--- src/rtl/apb_req_arbiter.sv ---
// apb_req_arbiter: round-robin front end that lets NUM_REQ internal requesters
// share one APB4 slave. It runs the SETUP/ACCESS sequence, handles wait states,
// and issues back-to-back transfers. A wait-state timeout ends a stalled
// transfer, and each completion is returned to the requester that owned it.
module apb_req_arbiter #(
    parameter int NUM_REQ = 2,
    parameter int TIMEOUT = 16
) (
    input  logic                   PCLK,
    input  logic                   PRESETn,
    input  logic [NUM_REQ-1:0]     req_valid,
    input  logic [NUM_REQ-1:0]     req_write,
    input  logic [NUM_REQ*32-1:0]  req_addr,
    input  logic [NUM_REQ*32-1:0]  req_wdata,
    input  logic [NUM_REQ*4-1:0]   req_strb,
    input  logic [NUM_REQ*3-1:0]   req_prot,
    output logic [NUM_REQ-1:0]     req_ready,
    output logic [NUM_REQ-1:0]     rsp_valid,
    output logic [31:0]            rsp_rdata,
    output logic                   rsp_err,
    output logic                   PSEL,
    output logic                   PENABLE,
    output logic                   PWRITE,
    output logic [31:0]            PADDR,
    output logic [31:0]            PWDATA,
    output logic [3:0]             PSTRB,
    output logic [2:0]             PPROT,
    input  logic [31:0]            PRDATA,
    input  logic                   PREADY,
    input  logic                   PSLVERR
);

    localparam int IDX_W = $clog2(NUM_REQ);
    localparam int CNT_W = (TIMEOUT < 2) ? 1 : $clog2(TIMEOUT + 1);
    localparam logic [IDX_W-1:0] IDX_LAST = IDX_W'(NUM_REQ - 1);
    // The counter holds the number of wait cycles already spent in ACCESS.
    // The transfer is therefore cut off at the end of ACCESS cycle number TIMEOUT.
    localparam logic [CNT_W-1:0] CNT_LAST = CNT_W'((TIMEOUT > 0) ? TIMEOUT - 1 : 0);

    typedef enum logic [1:0] {
        IDLE   = 2'd0,
        SETUP  = 2'd1,
        ACCESS = 2'd2
    } state_t;

    state_t             state_reg, state_next;
    logic [IDX_W-1:0]   last_grant_reg, last_grant_next;
    logic [CNT_W-1:0]   wait_cnt_reg, wait_cnt_next;
    logic               psel_reg, psel_next;
    logic               penable_reg, penable_next;
    logic               pwrite_reg, pwrite_next;
    logic [31:0]        paddr_reg, paddr_next;
    logic [31:0]        pwdata_reg, pwdata_next;
    logic [3:0]         pstrb_reg, pstrb_next;
    logic [2:0]         pprot_reg, pprot_next;
    logic [NUM_REQ-1:0] req_ready_reg, req_ready_next;
    logic [NUM_REQ-1:0] rsp_valid_reg, rsp_valid_next;
    logic [31:0]        rsp_rdata_reg, rsp_rdata_next;
    logic               rsp_err_reg, rsp_err_next;

    logic [31:0]        addr_arr  [NUM_REQ];
    logic [31:0]        wdata_arr [NUM_REQ];
    logic [3:0]         strb_arr  [NUM_REQ];
    logic [2:0]         prot_arr  [NUM_REQ];
    logic [NUM_REQ-1:0] arb_onehot;
    logic [NUM_REQ-1:0] cur_onehot;
    logic               arb_found;
    logic [IDX_W-1:0]   arb_idx;
    logic [IDX_W-1:0]   arb_cand;
    logic               do_grant;

    // Split the packed request buses into per-requester fields and build the
    // one-hot decodes for the new winner and the current owner.
    generate
        for (genvar gi = 0; gi < NUM_REQ; gi++) begin : g_req
            assign addr_arr[gi]   = req_addr[32*gi +: 32];
            assign wdata_arr[gi]  = req_wdata[32*gi +: 32];
            assign strb_arr[gi]   = req_strb[4*gi +: 4];
            assign prot_arr[gi]   = req_prot[3*gi +: 3];
            assign arb_onehot[gi] = (arb_idx == IDX_W'(gi));
            assign cur_onehot[gi] = (last_grant_reg == IDX_W'(gi));
        end
    endgenerate

    // Round-robin search: start at last_grant+1 and wrap, so the previous
    // winner is checked last.
    always_comb begin
        arb_found = 1'b0;
        arb_idx   = '0;
        arb_cand  = last_grant_reg;
        for (int k = 0; k < NUM_REQ; k++) begin
            arb_cand = (arb_cand == IDX_LAST) ? '0 : arb_cand + IDX_W'(1);
            if (!arb_found && req_valid[arb_cand]) begin
                arb_found = 1'b1;
                arb_idx   = arb_cand;
            end
        end
    end

    // Next-state logic and next values for every registered output.
    always_comb begin
        state_next      = state_reg;
        last_grant_next = last_grant_reg;
        wait_cnt_next   = wait_cnt_reg;
        psel_next       = psel_reg;
        penable_next    = penable_reg;
        pwrite_next     = pwrite_reg;
        paddr_next      = paddr_reg;
        pwdata_next     = pwdata_reg;
        pstrb_next      = pstrb_reg;
        pprot_next      = pprot_reg;
        req_ready_next  = '0;
        rsp_valid_next  = '0;
        rsp_rdata_next  = '0;
        rsp_err_next    = 1'b0;
        do_grant        = 1'b0;

        case (state_reg)
            IDLE: begin
                psel_next    = 1'b0;
                penable_next = 1'b0;
                do_grant     = arb_found;
            end
            SETUP: begin
                psel_next    = 1'b1;
                penable_next = 1'b1;
                state_next   = ACCESS;
            end
            ACCESS: begin
                if (PREADY) begin
                    rsp_valid_next = cur_onehot;
                    rsp_err_next   = PSLVERR;
                    rsp_rdata_next = pwrite_reg ? 32'h0 : PRDATA;
                    if (arb_found) begin
                        do_grant = 1'b1;
                    end else begin
                        state_next   = IDLE;
                        psel_next    = 1'b0;
                        penable_next = 1'b0;
                    end
                end else if ((TIMEOUT != 0) && (wait_cnt_reg == CNT_LAST)) begin
                    rsp_valid_next = cur_onehot;
                    rsp_err_next   = 1'b1;
                    state_next     = IDLE;
                    psel_next      = 1'b0;
                    penable_next   = 1'b0;
                end else begin
                    wait_cnt_next = wait_cnt_reg + CNT_W'(1);
                end
            end
            default: begin
                state_next   = IDLE;
                psel_next    = 1'b0;
                penable_next = 1'b0;
            end
        endcase

        // Launching a transfer looks the same from IDLE and from a completing
        // ACCESS. PSEL stays high and PENABLE drops for the new SETUP cycle.
        if (do_grant) begin
            state_next      = SETUP;
            psel_next       = 1'b1;
            penable_next    = 1'b0;
            wait_cnt_next   = '0;
            last_grant_next = arb_idx;
            req_ready_next  = arb_onehot;
            pwrite_next     = req_write[arb_idx];
            paddr_next      = addr_arr[arb_idx];
            pwdata_next     = wdata_arr[arb_idx];
            pstrb_next      = req_write[arb_idx] ? strb_arr[arb_idx] : 4'b0000;
            pprot_next      = prot_arr[arb_idx];
        end
    end

    // State and output registers. Reset clears them and gives requester 0 first priority.
    always_ff @(posedge PCLK or negedge PRESETn) begin
        if (!PRESETn) begin
            state_reg      <= IDLE;
            last_grant_reg <= IDX_LAST;
            wait_cnt_reg   <= '0;
            psel_reg       <= 1'b0;
            penable_reg    <= 1'b0;
            pwrite_reg     <= 1'b0;
            paddr_reg      <= '0;
            pwdata_reg     <= '0;
            pstrb_reg      <= '0;
            pprot_reg      <= '0;
            req_ready_reg  <= '0;
            rsp_valid_reg  <= '0;
            rsp_rdata_reg  <= '0;
            rsp_err_reg    <= 1'b0;
        end else begin
            state_reg      <= state_next;
            last_grant_reg <= last_grant_next;
            wait_cnt_reg   <= wait_cnt_next;
            psel_reg       <= psel_next;
            penable_reg    <= penable_next;
            pwrite_reg     <= pwrite_next;
            paddr_reg      <= paddr_next;
            pwdata_reg     <= pwdata_next;
            pstrb_reg      <= pstrb_next;
            pprot_reg      <= pprot_next;
            req_ready_reg  <= req_ready_next;
            rsp_valid_reg  <= rsp_valid_next;
            rsp_rdata_reg  <= rsp_rdata_next;
            rsp_err_reg    <= rsp_err_next;
        end
    end

    assign req_ready = req_ready_reg;
    assign rsp_valid = rsp_valid_reg;
    assign rsp_rdata = rsp_rdata_reg;
    assign rsp_err   = rsp_err_reg;
    assign PSEL      = psel_reg;
    assign PENABLE   = penable_reg;
    assign PWRITE    = pwrite_reg;
    assign PADDR     = paddr_reg;
    assign PWDATA    = pwdata_reg;
    assign PSTRB     = pstrb_reg;
    assign PPROT     = pprot_reg;

endmodule

--- config.mk ---
export PLATFORM = sky130hd
export DESIGN_NAME = apb_req_arbiter
export DESIGN_NICKNAME = d
export VERILOG_FILES = /design/src/rtl/apb_req_arbiter.sv
export SDC_FILE = /design/constraint.sdc
export NUM_CORES = 1
export LEC_CHECK = 0
export ABC_AREA = 0
export BUFFER_PORTS_ARGS = -buffer_cell sky130_fd_sc_hd__buf_2
export CAP_MARGIN = 20
export CORE_ASPECT_RATIO = 1.4
export CORE_MARGIN = 2
export CORE_UTILIZATION = 35
export CTS_CLUSTER_DIAMETER = 120
export DETAILED_ROUTE_END_ITERATION = 6
export GPL_TIMING_DRIVEN = 1
export PLACE_DENSITY = 0.69
export SYNTH_ARGS = -nofsm -noshare
export SYNTH_HDL_FRONTEND = slang
export SYNTH_SLANG_ARGS = --single-unit
--- constraint.sdc ---
create_clock -name PCLK -period 2.3 [get_ports PCLK]
set_input_delay 0.115 -clock PCLK [delete_from_list [all_inputs] [get_ports PCLK]]
set_output_delay 0.115 -clock PCLK [all_outputs]
set_load 0.01 [all_outputs]
Word-level counts from Yosys, hierarchy flattened
Index checks and enable logic that the tools add are counted.

word-level totals
  register bits after elaboration = 119
  input port bits = 182
  word-level logic and storage cells = 92

cells by class
  add/subtract/negate cells = 3
  order comparisons = 4
  equal/unequal tests = 8
  muxes and demuxes = 53
  bitwise gates (word level) = 3
  reduce and logical (&&, ||, !) cells = 7

operator list
  operator             count
  $mux 32              9
  $mux 1               22
  $mux 5               4
  $mux 2               8
  $mux 4               4
  $mux 3               3
  $ne 4x4->1 const B   2
  $lt 1x2->1 const B   3
  $pmux 2 s3           1
  $reduce_and 3->1     2
  $add 5x1->5 const B  1
  $eq 5x4->1 const B   1
  $ne 2x2->1 const B   2
  $pmux 1 s2           2
  $add 1x1->1 const B  2
  $eq 2x1->1 const B   1
  $eq 2x2->1 const B   1
  $ge 2x2->1 const B   1
  $logic_not 2->1      1
  $ne 2x1->1 const B   1
  $not 1->1            2
  $not 1->2            1
  $reduce_and 2->1     1
  $reduce_bool 2->1    1
  2 further kinds      2

Logic depth before layout (Yosys ltp)
  word-level depth = 13
  depth in mapped cells = 7
  mapped depth without buffers = 6

Least setup slack after synthesis
Ideal clock, no wire load.

  path kind = register to register
  from = reg wait_cnt_reg[0]
  to = reg wait_cnt_reg[3]
  setup time = 0.077 ns
  arrival time = 2.024 ns
  setup slack = 0.198 ns
  cell stages (with the launch flop) = 8
  buffers on the path = 1
  path through = dfrtp_1 ha_1 and3_1 ha_1 or4b_1 buf_2 or3_1 a21oi_1

between the ends
  longest elaborated chain between the ends = 5
  elaborated cells between the ends (all ways) = 8
  those cells by class = 1 x add/sub; 2 x eq/ne; 4 x mux; 1 x reduce/logical

RTL lines
  item                      RTL line  source
  start: declaration        48        logic [CNT_W-1:0] wait_cnt_reg, wait_cnt_next;
  start signal: assignment  195       wait_cnt_reg <= wait_cnt_next;
  $add 5x1->5               148       wait_cnt_next = wait_cnt_reg + CNT_W'(1);
  $mux 5                    141       end else if ((TIMEOUT != 0) && (wait_cnt_reg == CNT_LAST)) begin
  $mux 5                    130       if (PREADY) begin
  $mux 5                    118       case (state_reg)
  $mux 5                    160       if (do_grant) begin

Several ways; a longest one is shown, not always the timed one. The select of a mux whose other input is x is not followed.
A chain may end at the register's enable or synchronous reset.

Final worst setup path
  from = reg wait_cnt_reg[0]
  to = reg wait_cnt_reg[2]

The elaborated chain is that of the path after synthesis.

==> results.tsv <==
stage	metric	value	unit
outcome	status	finished, final reports clean	
yosys	flops & latches, synth	119	
clock_network	H-tree depth	4	
clock_network	CTS sink count	119	
yosys	Syn Area/Cell	14.2	um^2
clock_network	Num CTS Buffers	17	
route	Avg Vias per Cell	4.59	
sta	Worst slew margin	0.543	
finish	Syn-to-layout area delta	50.9	%
power	Lkg Pwr	3.94	nW
floorplanning	Die ar.	0.0158	mm^2
sta	Worst Hold Margin	53.7	ps
worst_hold_path	Min-Delay Path Class	primary input to flop	
critical_path	Max FO, Critical Path	5	
yosys	post-synth cell types	29	
worst_hold_path	hold wc startpoint	req_addr[7]	
finish	most frequent cells in the layout	buf_2 (291), mux2_2 (134), dfrtp_1 (118)	
floorplanning	Ports	293	
critical_path	crit end category	flop	
floorplanning	chip width	107	um
yosys	Post-Syn Area	0.00518	mm^2
route	post-DR wirelength/cell	15.1	um
sta	fin crit share	0.967	
critical_path	Worst Setup SP	wait_cnt_reg[0]	
global_routing	vias in the first global route	4502	
clock_network	clock latency on the worst-skew pair	400	ps
clock_network	CTS tree	built	
sta	post-route minimum period	2220	ps
yosys	sequential element share of the synthesized area	0.575	
placed_design	pre-CTS setup slack	59.2	ps
floorplanning	# rows	52	
sta	Worst Setup Slack, final	76.1	ps
sta	final setup fails	0	
route	DRC	0	
yosys	Post-Syn Instances	365	
finish	Register Area	0.00298	mm^2
clock_network	Clock Path Buffers	2	
power	VDD IR max	0.549	mV
global_routing	largest net degree at the start of global routing	120	
yosys	EDFF count, synth	0	
sta	RSZ-0062 raised after global routing	no	
sta	fmax	0.450	GHz
critical_path	R2R depth	6	
finish	# diodes	0	
power	pwr/cell area	1130	mW/mm^2
yosys	Most used DFF post-synth	dfrtp_1	
placed_design	Detailed Place HPWL	9.53	mm
global_routing	initial antenna violation count	0	
critical_path	critical path type	flop to flop	
sta	Max Slew Vio Count	0	
critical_path	R2R Setup Slk	80	ps
floorplanning	core area	0.0144	mm^2
finish	area of the multi-input gates	0.00211	mm^2
sta	Setup TNS Final	0	ps
critical_path	worst path required time	2610	ps
finish	# fillers	1228	
critical_path	Crit path max-delay family	simple AND/OR/NAND/NOR gates	
sta	Final Hold Viols	0	
floorplanning	Initial Utilization	0.359	
yosys	Synth async-reset ratio	1.00	
placed_design	RePlAce Congestion	0.742	
sta	worst-margin pin slew	685	ps
critical_path	Data arrival, critical path	2530	ps
critical_path	crit path buf inv count	0	
yosys	Post-Syn Nets	549	
floorplanning	chip height	148	um
flow_run	Max Cap Violations	0	
yosys	Yosys Warn Count	0	
finish	commonest non-fill, non-tap cell in the layout	buf_2	
critical_path	FF-to-FF End	wait_cnt_reg[2]	
critical_path	Critical path destination	wait_cnt_reg[2]	
clock_network	Reg clk slew, reported paths	60	ps
global_routing	gr usage total	0.170	
critical_path	worst r2r src	wait_cnt_reg[0]	
global_routing	grt ovf	0	
clock_network	setup bufs post-CTS	0	
placed_design	number of port buffers	292	
global_routing	first-pass GRT wire length	21.2	mm
clock_network	Root Buffer	clkbuf_16	
critical_path	slowest cell on the critical path	or4b_4	
route	via count	4127	
route	Iter 0 DRT Violations	123	
sta	post-route clock skew	7.35	ps
finish	Layout Nets	881	
route	DRT Pass-1 Iters	4	
power	total chip power	8.82	mW
critical_path	Max stage delay on crit path	520	ps
critical_path	worst path cell trace	ha_1, and3_1, ha_1, or4b_4, or3_1, a21oi_1	
finish	proportion of layout cells with a drive suffix above 1	0.661	
critical_path	CP Launch Type	flop	
route	total length of routed wires	13.6	mm
critical_path	Levels on crit path	6	
critical_path	CP most frequent cell	ha_1	
route	ANT nets after route	0	
## cell families after synthesis
| group | count (synthesis) | share of synthesized area |
|---|---|---|
| buf+inv | 23 | 0.0220 |
| compound gates | 9 | 0.0101 |
| simple gates | 66 | 0.0715 |
| fa+ha+maj | 2 | 0.00483 |
| mux | 146 | 0.316 |
| flops | 119 | 0.575 |
## metrics by stage
step           utilization  cell area [um^2]  std cells
5_1_grt              0.541              7820        899
4_1_cts              0.541              7810        899
3_3_place_gp         0.477              6880        833
6_report             0.541              7820        899
2_1_floorplan            -              5180        365
3_5_place_dp         0.477              6880        833
## metal layers
metal  GRT usage  vias to the layer above  wire length [um]
li1            -                     1936                 -
met3      0.0503                       23              1040
met1       0.173                     1951              5040
met4      0.0682                        0               242
met5           0                        -                 0
met2       0.321                      217              7250
## worst min-delay path, cell delays in order
cell and delay [ps]:
buf_2 70, mux2_2 120, mux2_1 110
## report_power, final
group	switching, mW	internal (mW)	leakage, nW
logic	1.38	1.57	2.18
clock network	0.988	1.64	0.281
registers	0.379	2.86	1.48
total	2.75	6.07	3.94
## cell usage after synthesis (2+ instances only)
| master | instances | share of area |
|---|---|---|
| ha_1 | 2 | 0.0048 |
| mux2i_1 | 5 | 0.0097 |
| and2_1 | 33 | 0.040 |
| clkbuf_1 | 5 | 0.0036 |
| inv_1 | 2 | 0.0015 |
| nor3b_1 | 2 | 0.0029 |
| a21oi_1 | 2 | 0.0019 |
| nand2_1 | 15 | 0.011 |
| dfrtp_1 | 118 | 0.57 |
| or3_1 | 3 | 0.0036 |
| mux2_2 | 134 | 0.29 |
| nor2_1 | 4 | 0.0029 |
| o21ai_0 | 4 | 0.0039 |
| mux2_1 | 7 | 0.015 |
| buf_2 | 13 | 0.013 |
| nand3_1 | 2 | 0.0019 |
| nand2b_1 | 2 | 0.0024 |
## worst min-delay path by stage
| stage | depth (start not counted) | end | slack (ps) |
|---|---|---|---|
| after CTS | 3 | PADDR[7] | 30 |
| after global routing | 3 | PADDR[6] | 50 |
| final | 3 | PADDR[7] | 50 |
| after global placement | 2 | PWDATA[16] | 250 |
| after detailed placement | 2 | PWDATA[16] | 270 |
| after floorplan | 0 | PADDR[0] | -180 |
## area by class of cell
| type | count | area share |
|---|---|---|
| tap | 189 | 0.0303 |
| timing repair buffer | 333 | 0.242 |
| multi-input combinational | 223 | 0.269 |
| sequential | 119 | 0.381 |
| inverter | 3 | 0.00160 |
| clock buffer | 19 | 0.0567 |
| clock inverter | 13 | 0.0186 |
## what timing repair did
item / 4_1_cts / 5_1_grt
endpoints found under the hold margin: 151 / 0
setup endpoints to repair: 0 / 3
hold buffers: 34 / 0
gates resized for setup: 0 / 1
No activity file was read; power rests on OpenSTA's default activity.
